`src/rtl/mm_pkg.sv`:
```
// Shared bus_MM widths, default error data and slave FSM state type.
package mm_pkg;

    localparam int MM_AW = 8;
    localparam int MM_DW = 8;

    localparam logic [MM_DW-1:0] MM_ERR_DATA = 8'hEE;

    typedef enum logic {
        IDLE   = 1'b0,
        ACCEPT = 1'b1
    } mm_slv_state_t;

    function automatic logic [MM_DW-1:0] sat_inc(input logic [MM_DW-1:0] v);
        return (v == '1) ? v : v + 1'b1;
    endfunction

endpackage

```
`src/rtl/mm_slave_mem.sv`:
```
// DEPTH x 8 register array: synchronous clear, one write port, registered read port.
module mm_slave_mem
    import mm_pkg::*;
#(
    parameter int unsigned       DEPTH    = 16,
    parameter logic [MM_DW-1:0]  ERR_DATA = MM_ERR_DATA,
    localparam int unsigned      IDX_W    = (DEPTH > 1) ? $clog2(DEPTH) : 1
) (
    input  logic             clk_i,
    input  logic             rst_i,
    input  logic             we_i,
    input  logic [IDX_W-1:0] waddr_i,
    input  logic [MM_DW-1:0] wdata_i,
    input  logic             re_i,
    input  logic             rerr_i,
    input  logic [IDX_W-1:0] raddr_i,
    output logic [MM_DW-1:0] rdata_o
);

    logic [MM_DW-1:0] mem_q [DEPTH];
    logic [MM_DW-1:0] rdata_q;

    // NOTE: the array is cleared in one cycle on reset, so it must be built from flops; a RAM macro cannot do this.
    always_ff @(posedge clk_i) begin
        if (rst_i) begin
            for (int i = 0; i < int'(DEPTH); i++) begin
                mem_q[i] <= '0;
            end
        end else if (we_i) begin
            mem_q[waddr_i] <= wdata_i;
        end
    end

    // NOTE: state updates use <= so every flop samples pre-edge values regardless of block order.
    always_ff @(posedge clk_i) begin
        if (rst_i) begin
            rdata_q <= '0;
        end else if (re_i) begin
            rdata_q <= rerr_i ? ERR_DATA : mem_q[raddr_i];
        end
    end

    assign rdata_o = rdata_q;

endmodule

```
`src/rtl/mm_slave_regfile.sv`:
```
// bus_MM slave register file: FSM, address decode, write/error counters.
// Define MM_SLAVE_WAIT_EN to add the one-wait-state waitrequest handshake.
module mm_slave_regfile
    import mm_pkg::*;
#(
    parameter int unsigned      DEPTH    = 16,
    parameter logic [MM_DW-1:0] ERR_DATA = MM_ERR_DATA
) (
    input  logic             CLK,
    input  logic             reset,
    input  logic [MM_AW-1:0] address,
    input  logic             write,
    input  logic [MM_DW-1:0] writedata,
    input  logic             read,
    output logic [MM_DW-1:0] readdata,
    output logic             readdatavalid,
    output logic             waitrequest,
    output logic [7:0]       wr_count,
    output logic [7:0]       err_count
);

    localparam int unsigned     IDX_W   = (DEPTH > 1) ? $clog2(DEPTH) : 1;
    localparam logic [MM_AW:0]  DEPTH_C = DEPTH[MM_AW:0];

    mm_slv_state_t state_q, state_d;

    logic       req;
    logic       acc;
    logic       in_range;
    logic       mem_we;
    logic       rd_acc;
    logic       err_inc;
    logic       rdv_q;
    logic [7:0] wr_count_q, wr_count_d;
    logic [7:0] err_count_q, err_count_d;

    assign req      = write | read;
    assign in_range = ({1'b0, address} < DEPTH_C);

    always_ff @(posedge CLK) begin
        if (reset) begin
            state_q <= IDLE;
        end else begin
            state_q <= state_d;
        end
    end

    always_comb begin
        state_d = state_q;
`ifdef MM_SLAVE_WAIT_EN
        case (state_q)
            IDLE:    if (req) state_d = ACCEPT;
            ACCEPT:  state_d = IDLE;
            default: state_d = IDLE;
        endcase
`else
        state_d = IDLE;
`endif
    end

    // NOTE: both outputs get a default first so no path through the case leaves them unassigned (no latch).
    always_comb begin
        waitrequest = 1'b0;
        acc         = 1'b0;
        case (state_q)
`ifdef MM_SLAVE_WAIT_EN
            IDLE:    waitrequest = req;
`else
            IDLE:    acc = req;
`endif
            ACCEPT:  acc = req;
            default: ;
        endcase
    end

    // A simultaneous write+read performs the write and drops the read.
    assign mem_we  = acc & write & in_range;
    assign rd_acc  = acc & read & ~write;
    assign err_inc = acc & ((write & read) | ~in_range);

    mm_slave_mem #(
        .DEPTH    (DEPTH),
        .ERR_DATA (ERR_DATA)
    ) u_mem (
        .clk_i   (CLK),
        .rst_i   (reset),
        .we_i    (mem_we),
        .waddr_i (address[IDX_W-1:0]),
        .wdata_i (writedata),
        .re_i    (rd_acc),
        .rerr_i  (~in_range),
        .raddr_i (address[IDX_W-1:0]),
        .rdata_o (readdata)
    );

    always_comb begin
        wr_count_d  = wr_count_q;
        err_count_d = err_count_q;
        if (mem_we) begin
            wr_count_d = wr_count_q + 8'd1;
        end
        if (err_inc) begin
            err_count_d = sat_inc(err_count_q);
        end
    end

    always_ff @(posedge CLK) begin
        if (reset) begin
            rdv_q       <= 1'b0;
            wr_count_q  <= '0;
            err_count_q <= '0;
        end else begin
            rdv_q       <= rd_acc;
            wr_count_q  <= wr_count_d;
            err_count_q <= err_count_d;
        end
    end

    assign readdatavalid = rdv_q;
    assign wr_count      = wr_count_q;
    assign err_count     = err_count_q;

endmodule

```
`config.mk`:
```
export PLATFORM = sky130hd
export DESIGN_NAME = mm_slave_regfile
export DESIGN_NICKNAME = d
export VERILOG_FILES = /design/src/rtl/mm_pkg.sv /design/src/rtl/mm_slave_mem.sv /design/src/rtl/mm_slave_regfile.sv
export SDC_FILE = /design/constraint.sdc
export NUM_CORES = 1
export LEC_CHECK = 0
export CAP_MARGIN = 20
export CORE_ASPECT_RATIO = 1.1
export CORE_UTILIZATION = 45
export CTS_CLUSTER_SIZE = 10
export DETAILED_ROUTE_END_ITERATION = 8
export PLACE_DENSITY_LB_ADDON = 0.25
export SYNTH_ARGS = -nofsm -noshare
export SYNTH_HDL_FRONTEND = slang
export SYNTH_SLANG_ARGS = --single-unit
```
`constraint.sdc`:
```
create_clock -name CLK -period 3.9 [get_ports CLK]
set_input_delay 0.78 -clock CLK [delete_from_list [all_inputs] [get_ports CLK]]
set_output_delay 0.78 -clock CLK [all_outputs]
set_load 0.005 [all_outputs]
```
# Yosys cells after proc, flatten, opt, wreduce, memory -nomap -nowiden
# Memory sizes are Yosys's and may differ from the RTL's.
# Cells that the tools add are included.
[word_totals]
reg_bits = 25
ramBits = 128
inputBits = 20
output_inout_bits = 26
word_cells = 31
memories = 1
[op_classes]
addsub = 2
magnitude_cmp = 1
n_eq_ne = 1
n_mux = 9
bitwise_logic = 11
n_reduce_logical = 2
[memory_table]
columns = ["name", "depth", "width", "rd", "rd_ports_with_merged_regs", "wr", "line", "text"]
rows = [
  ["u_mem.mem_q", 16, 8, 1, 0, 16, "mm_slave_mem.sv:20", "logic [MM_DW-1:0] mem_q [DEPTH];"],
]
[op_table]
columns = ["cell", "count"]
rows = [
  ["adder 8 x 1 -> 8 bit, second input constant", 2],
  ["two-way mux 8 bit", 2],
  ["== test 8 bit, second input constant", 1],
  ["less-than comparator 8 x 5 -> 1 bit, second input constant", 1],
  ["OR reduction 8 bit", 1],
  ["bitwise AND 1 bit", 6],
  ["two-way mux 1 bit", 6],
  ["two-way mux 4 bit", 1],
  ["NOT 1 bit", 3],
  ["OR 1 bit", 2],
  ["AND reduction 2 bit", 1],
]

# Logic depth before layout (Yosys ltp)
[logic_depth]
ltp_word = 8
depth_mapped = 7
depth_no_buf = 4

# Modules after synthesis
# From an unflattened synthesis, not the netlist that was laid out.
[hier_totals]
cells_unflattened = 531
hier_area_um2 = 7190.6
[modules_own_cells]
columns = ["mod", "instances", "cells_each", "area_per_inst_um2"]
rows = [
  ["mm_slave_mem", 1, 434, 6339.8],
  ["mm_slave_regfile", 1, 97, 850.8],
]

# Worst setup path after synthesis
# OpenSTA, ideal clock, no wires.
[synth_path]
path_type = "input -> register"
from = "input port address[7]"
to = "memory u_mem.mem_q[4][0], enable pin"
setup_ps = 309
arrival_time_ps = 1980
required_time_ps = 3591
setup_slack_ps = 1611
cell_stages = 5
path_cell_list = "nor4_4 -> buf_6 -> nand4b_2 -> nor2_1 -> or2_2"
[synth_lines]
columns = ["element", "line", "text"]
rows = [
  ["from (decl)", "mm_slave_regfile.sv:11", "input logic [MM_AW-1:0] address,"],
  ["to (decl)", "mm_slave_mem.sv:20", ""],
]

==> results summary <==
The run finished with clean final reports. The leakage dissipation is around 3.0 nW. The slowest stage of the critical path is the sky130_fd_sc_hd__clkdlybuf4s50_1 cell. Setup repair after global routing left no endpoint under its margin. Dividing the detail-routed wire length by the instance count gives around 21 um. The number of antenna violations at the first check in global routing came to 1. The worst hold slack came out at 0.486 ns. The actual transition at the worst max-transition pin is 0.956 ns. The largest stage delay on the critical path is 0.97 ns.

The total of max-cap violations came out at 0. The number of antenna diodes in the final layout is 0. The final-report max-slew violation count came out at 0.

The buffer depth of the longest clock path is 2. The post-synthesis mux area share came out at about an eighth. The routed design has about 16 mm of wire. The post-synthesis instance area is a little over 0.007 mm2. The number of endpoints failing setup at the final stage came out at 0. The fraction of final layout cells with drive strength greater than 1 came out at ~18%. The path type of the worst min-delay path is reg2reg. The insertion delay to the later sink of the worst-skew pair came out at 0.43 ns. The total setup buffers inserted after CTS came out at 0. Summing over every cut layer, the via total after detailed routing is between 4k and 5k. After Yosys synthesis, full adders, half adders and majority gates account for less than 1% of the synthesized area. The share of Yosys cell area claimed by the top area cell type is between 50 and 60%. The count of warnings emitted by yosys came out at 0.

The simple-gate area share of the yosys netlist came out at approximately a fifth. The worst setup path is captured at a register. The vias per cell came out at roughly 5.5. The number of flops mapped to enable cells by yosys is 128.

Data on the critical path is required at its endpoint by approximately 4.0 ns. The mean post-synth cell area is about 14 um2. The async set-or-reset flop fraction in the synthesized netlist is 0%. The final layout contains 568 nets. The root buffer cell chosen for the clock tree is sky130_fd_sc_hd__clkbuf_16. The highest net fanout along the worst path is 13.

Sorting the synthesized cells by area gives the leading types as sky130_fd_sc_hd__edfxtp_1 53%, sky130_fd_sc_hd__and2_1 11%, sky130_fd_sc_hd__mux4_2 7.8%, sky130_fd_sc_hd__dfxtp_1 6.9%, sky130_fd_sc_hd__mux4_1 2.5%. Global routing consumed, on the met2 layer, a little over a third of the routing resources. By area, the combinational part of the netlist is dominated by simple AND/OR/NAND/NOR gates. In this run the most used layer during global routing was met2. The peak supply drop came out at just under 0.3 mV. The met1 track demand over resource is between 20% and 30%. For this run, the detailed router's first-pass iteration total came to 4. The worst setup path is of the in2reg kind. The total global routing track utilization is about a fifth. The global-route wire length before repair is 25.0 mm. The number of unique standard cell types used by synthesis is 47. After clock tree synthesis, the clock-pin slew on the worst setup and hold paths is approximately 0.060 ns. The number of global-route vias before repair came out at 4303.

Setup total negative slack on the finished layout was measured at 0 ns. The data arrival at the endpoint of the critical path is roughly 3 ns. The die is between 100 and 150 um wide. The core region is ~0.016 mm2. Summed over all layers, the global routing overflow is 0. The number of instances resized during post-cts repair is 0.

The post-synthesis register bit count came out at around 150. The library cell with the largest summed area after synthesis is sky130_fd_sc_hd__edfxtp_1. Global routing consumed, on the met3 layer, 4.46% of the routing resources. The HPWL after detailed placement is 10.9 mm. The total of hold buffers inserted after clock tree synthesis came out at 0. Walking the worst path, the cells encountered are clkdlybuf4s50_1 -> nand2b_1 -> nor3_2 -> or2_2. Buffers inserted during clock tree synthesis total 17. The net count after synthesis came out at 526.

Measured along the y axis, the die boundary spans between 100 and 150 um. The remaining design rule violation count came out at 0. In this run the tightest slew margin relative to its limit is between 30% and 40%. In the finished design, the share of the clock period the worst path needs comes to 73.7%. The CTS tree is built.

Input and output buffers added on the ports amount to 44. STA classifies the critical path startpoint as an input pin. The maximum level of the CTS H-tree came out at 4.

Setup slack on the worst reg-to-reg path comes out at between 2 and 2.5 ns. The pin count of the biggest net entering global routing came out at 37. The count of nets left with antenna violations once routing finished came out at 0. The count of boundary I/O pins came out at 46. The area fraction in compound gates after synthesis came out at 3.21%. The initial core utilization is a little under half. The share of synthesized area occupied by flip-flops and latches is roughly three fifths.

The final number of hold-violating endpoints came to 0. The number of sinks handled by clock tree synthesis is around 150. For this run, the leading register cell type out of synthesis is sky130_fd_sc_hd__edfxtp_1. On the final layout, the worst clock skew is 0.00762 ns. The routability congestion estimate from global placement is around 0.8. The cell count after synthesis is 504. Timing would allow up to around 350 MHz.

The total die area came out at 0.0166 mm2. The area growth from synthesis to final layout came out at 15.5%. The power density of the placed cells is ~450 mW/mm2. The number of standard-cell rows in the floorplan came out at 48. The share of the synthesized netlist area taken by xor and xnor gates came out at less than 1%. The clock period could shrink to around 2.9 ns. The starting DRC count in detailed routing is about 210.
through the flow:
step / instances / area [um2] / worst slack [ns] / utilization (%) / total power [W]
floorplan: 504 / 7260 / 1.61 / - / 0.00207
global placement: 727 / 7800 / 0.587 / 49.6 / 0.00216
detailed placement: 727 / 7800 / 0.587 / 49.6 / 0.00217
CTS: 759 / 8380 / 1.02 / 53.3 / 0.00380
global route: 759 / 8380 / 0.849 / 53.3 / 0.00387
finish: 759 / 8380 / 1.02 / 53.3 / 0.00378
critical path, delay by kind of cell:
family        cells  cell delay [ns]
buf+inv           1             0.97
simple gates      3             1.22
power breakdown:
| group | internal, W | switching (W) |
|---|---|---|
| logic | 0.000116 | 0.000141 |
| clock network | 0.000996 | 0.000649 |
| registers | 0.00184 | 0.0000313 |
registers in the layout, summed over array words and instances (netlist names):
register,cells
readdatavalid,1
u_mem.mem_q,128
err_count,8
wr_count,8
u_mem.rdata_o,8
cell families (layout without fill, tap and decap cells):
kind of cell               count (synthesis)  in the layout
muxes                                     49             49
DFF                                      153            153
and+or+nand+nor                          231            231
AOI/OAI and AO/OA                         32             32
buffers and inverters                     32             87
adders and majority gates                  2              2
other                                      1              1
xor gates and xnor gates                   4              4
path summary, 6_finish.rpt:
path	startpoint	endpoint	cells past startpoint
min	err_count[7]	err_count[7]	2
max	address[3]	u_mem.mem_q[10][3]	4
max reg2reg	u_mem.mem_q[8][3]	u_mem.rdata_o[3]	4
min reg2reg	err_count[7]	err_count[7]	2
cell usage after synthesis, types with 5 or more instances:
cell type and n:
sky130_fd_sc_hd__buf_2 5, sky130_fd_sc_hd__nor2b_1 12, sky130_fd_sc_hd__edfxtp_1 128, sky130_fd_sc_hd__a21oi_1 8
sky130_fd_sc_hd__nand2_1 9, sky130_fd_sc_hd__a211oi_1 8, sky130_fd_sc_hd__or2_2 16, sky130_fd_sc_hd__mux2i_1 13
sky130_fd_sc_hd__and2_1 129, sky130_fd_sc_hd__nor3_2 8, sky130_fd_sc_hd__mux4_2 25, sky130_fd_sc_hd__buf_4 5
sky130_fd_sc_hd__nand3_1 7, sky130_fd_sc_hd__clkbuf_1 15, sky130_fd_sc_hd__dfxtp_1 25, sky130_fd_sc_hd__nor2_1 24
sky130_fd_sc_hd__mux4_1 7
per-layer routing:
| metal | part of all wire (%) | up-vias | routed length, um |
|---|---|---|---|
| met5 | 0 | - | 0 |
| met4 | 2.0 | 0 | 320 |
| met3 | 5.6 | 18 | 915 |
| met2 | 51 | 131 | 8180 |
| met1 | 42 | 2090 | 6780 |
| li1 | - | 1947 | - |
layout by cell type (no fill, tap or decap), types with 2 or more instances in the layout:
| master | netlist | routed |
|---|---|---|
| sky130_fd_sc_hd__and2_1 | 129 | 129 |
| sky130_fd_sc_hd__edfxtp_1 | 128 | 128 |
| sky130_fd_sc_hd__clkdlybuf4s50_1 | 0 | 42 |
| sky130_fd_sc_hd__mux4_2 | 25 | 25 |
| sky130_fd_sc_hd__dfxtp_1 | 25 | 25 |
| sky130_fd_sc_hd__nor2_1 | 24 | 24 |
| sky130_fd_sc_hd__clkbuf_16 | 0 | 17 |
| sky130_fd_sc_hd__or2_2 | 16 | 16 |
| sky130_fd_sc_hd__mux2i_1 | 13 | 13 |
| sky130_fd_sc_hd__nor2b_1 | 12 | 12 |
| sky130_fd_sc_hd__buf_4 | 5 | 11 |
| sky130_fd_sc_hd__nand2_1 | 9 | 9 |
| sky130_fd_sc_hd__nor3_2 | 8 | 8 |
| sky130_fd_sc_hd__a211oi_1 | 8 | 8 |
| sky130_fd_sc_hd__a21oi_1 | 8 | 8 |
| sky130_fd_sc_hd__mux4_1 | 7 | 7 |
| sky130_fd_sc_hd__nand3_1 | 7 | 7 |
| sky130_fd_sc_hd__nand2b_1 | 4 | 4 |
| sky130_fd_sc_hd__a2111oi_0 | 4 | 4 |
| sky130_fd_sc_hd__and3_1 | 4 | 4 |
| sky130_fd_sc_hd__mux2_2 | 4 | 4 |
| sky130_fd_sc_hd__clkinv_1 | 0 | 4 |
| sky130_fd_sc_hd__nor4_4 | 3 | 3 |
| sky130_fd_sc_hd__xor2_1 | 3 | 3 |
| sky130_fd_sc_hd__or4_1 | 3 | 3 |
| sky130_fd_sc_hd__clkinvlp_4 | 0 | 3 |
| sky130_fd_sc_hd__bufinv_16 | 0 | 3 |
| sky130_fd_sc_hd__nand4b_2 | 2 | 2 |
| sky130_fd_sc_hd__a22o_1 | 2 | 2 |
| sky130_fd_sc_hd__nand4_1 | 2 | 2 |
| sky130_fd_sc_hd__o21ai_0 | 2 | 2 |
| sky130_fd_sc_hd__or3_1 | 2 | 2 |
| sky130_fd_sc_hd__o31ai_1 | 2 | 2 |
| sky130_fd_sc_hd__ha_1 | 2 | 2 |
| sky130_fd_sc_hd__clkinv_2 | 0 | 2 |
| sky130_fd_sc_hd__buf_2 | 5 | 2 |
cell type report:
class	count	area, um2
Clock inverter	14	155
Multi-Input combinational cell	319	2690
Tap cell	200	250
Sequential cell	153	4340
Timing Repair Buffer	55	513
Fill cell	1313	7350
Clock buffer	18	429
No activity file was read; power rests on OpenSTA's default activity.
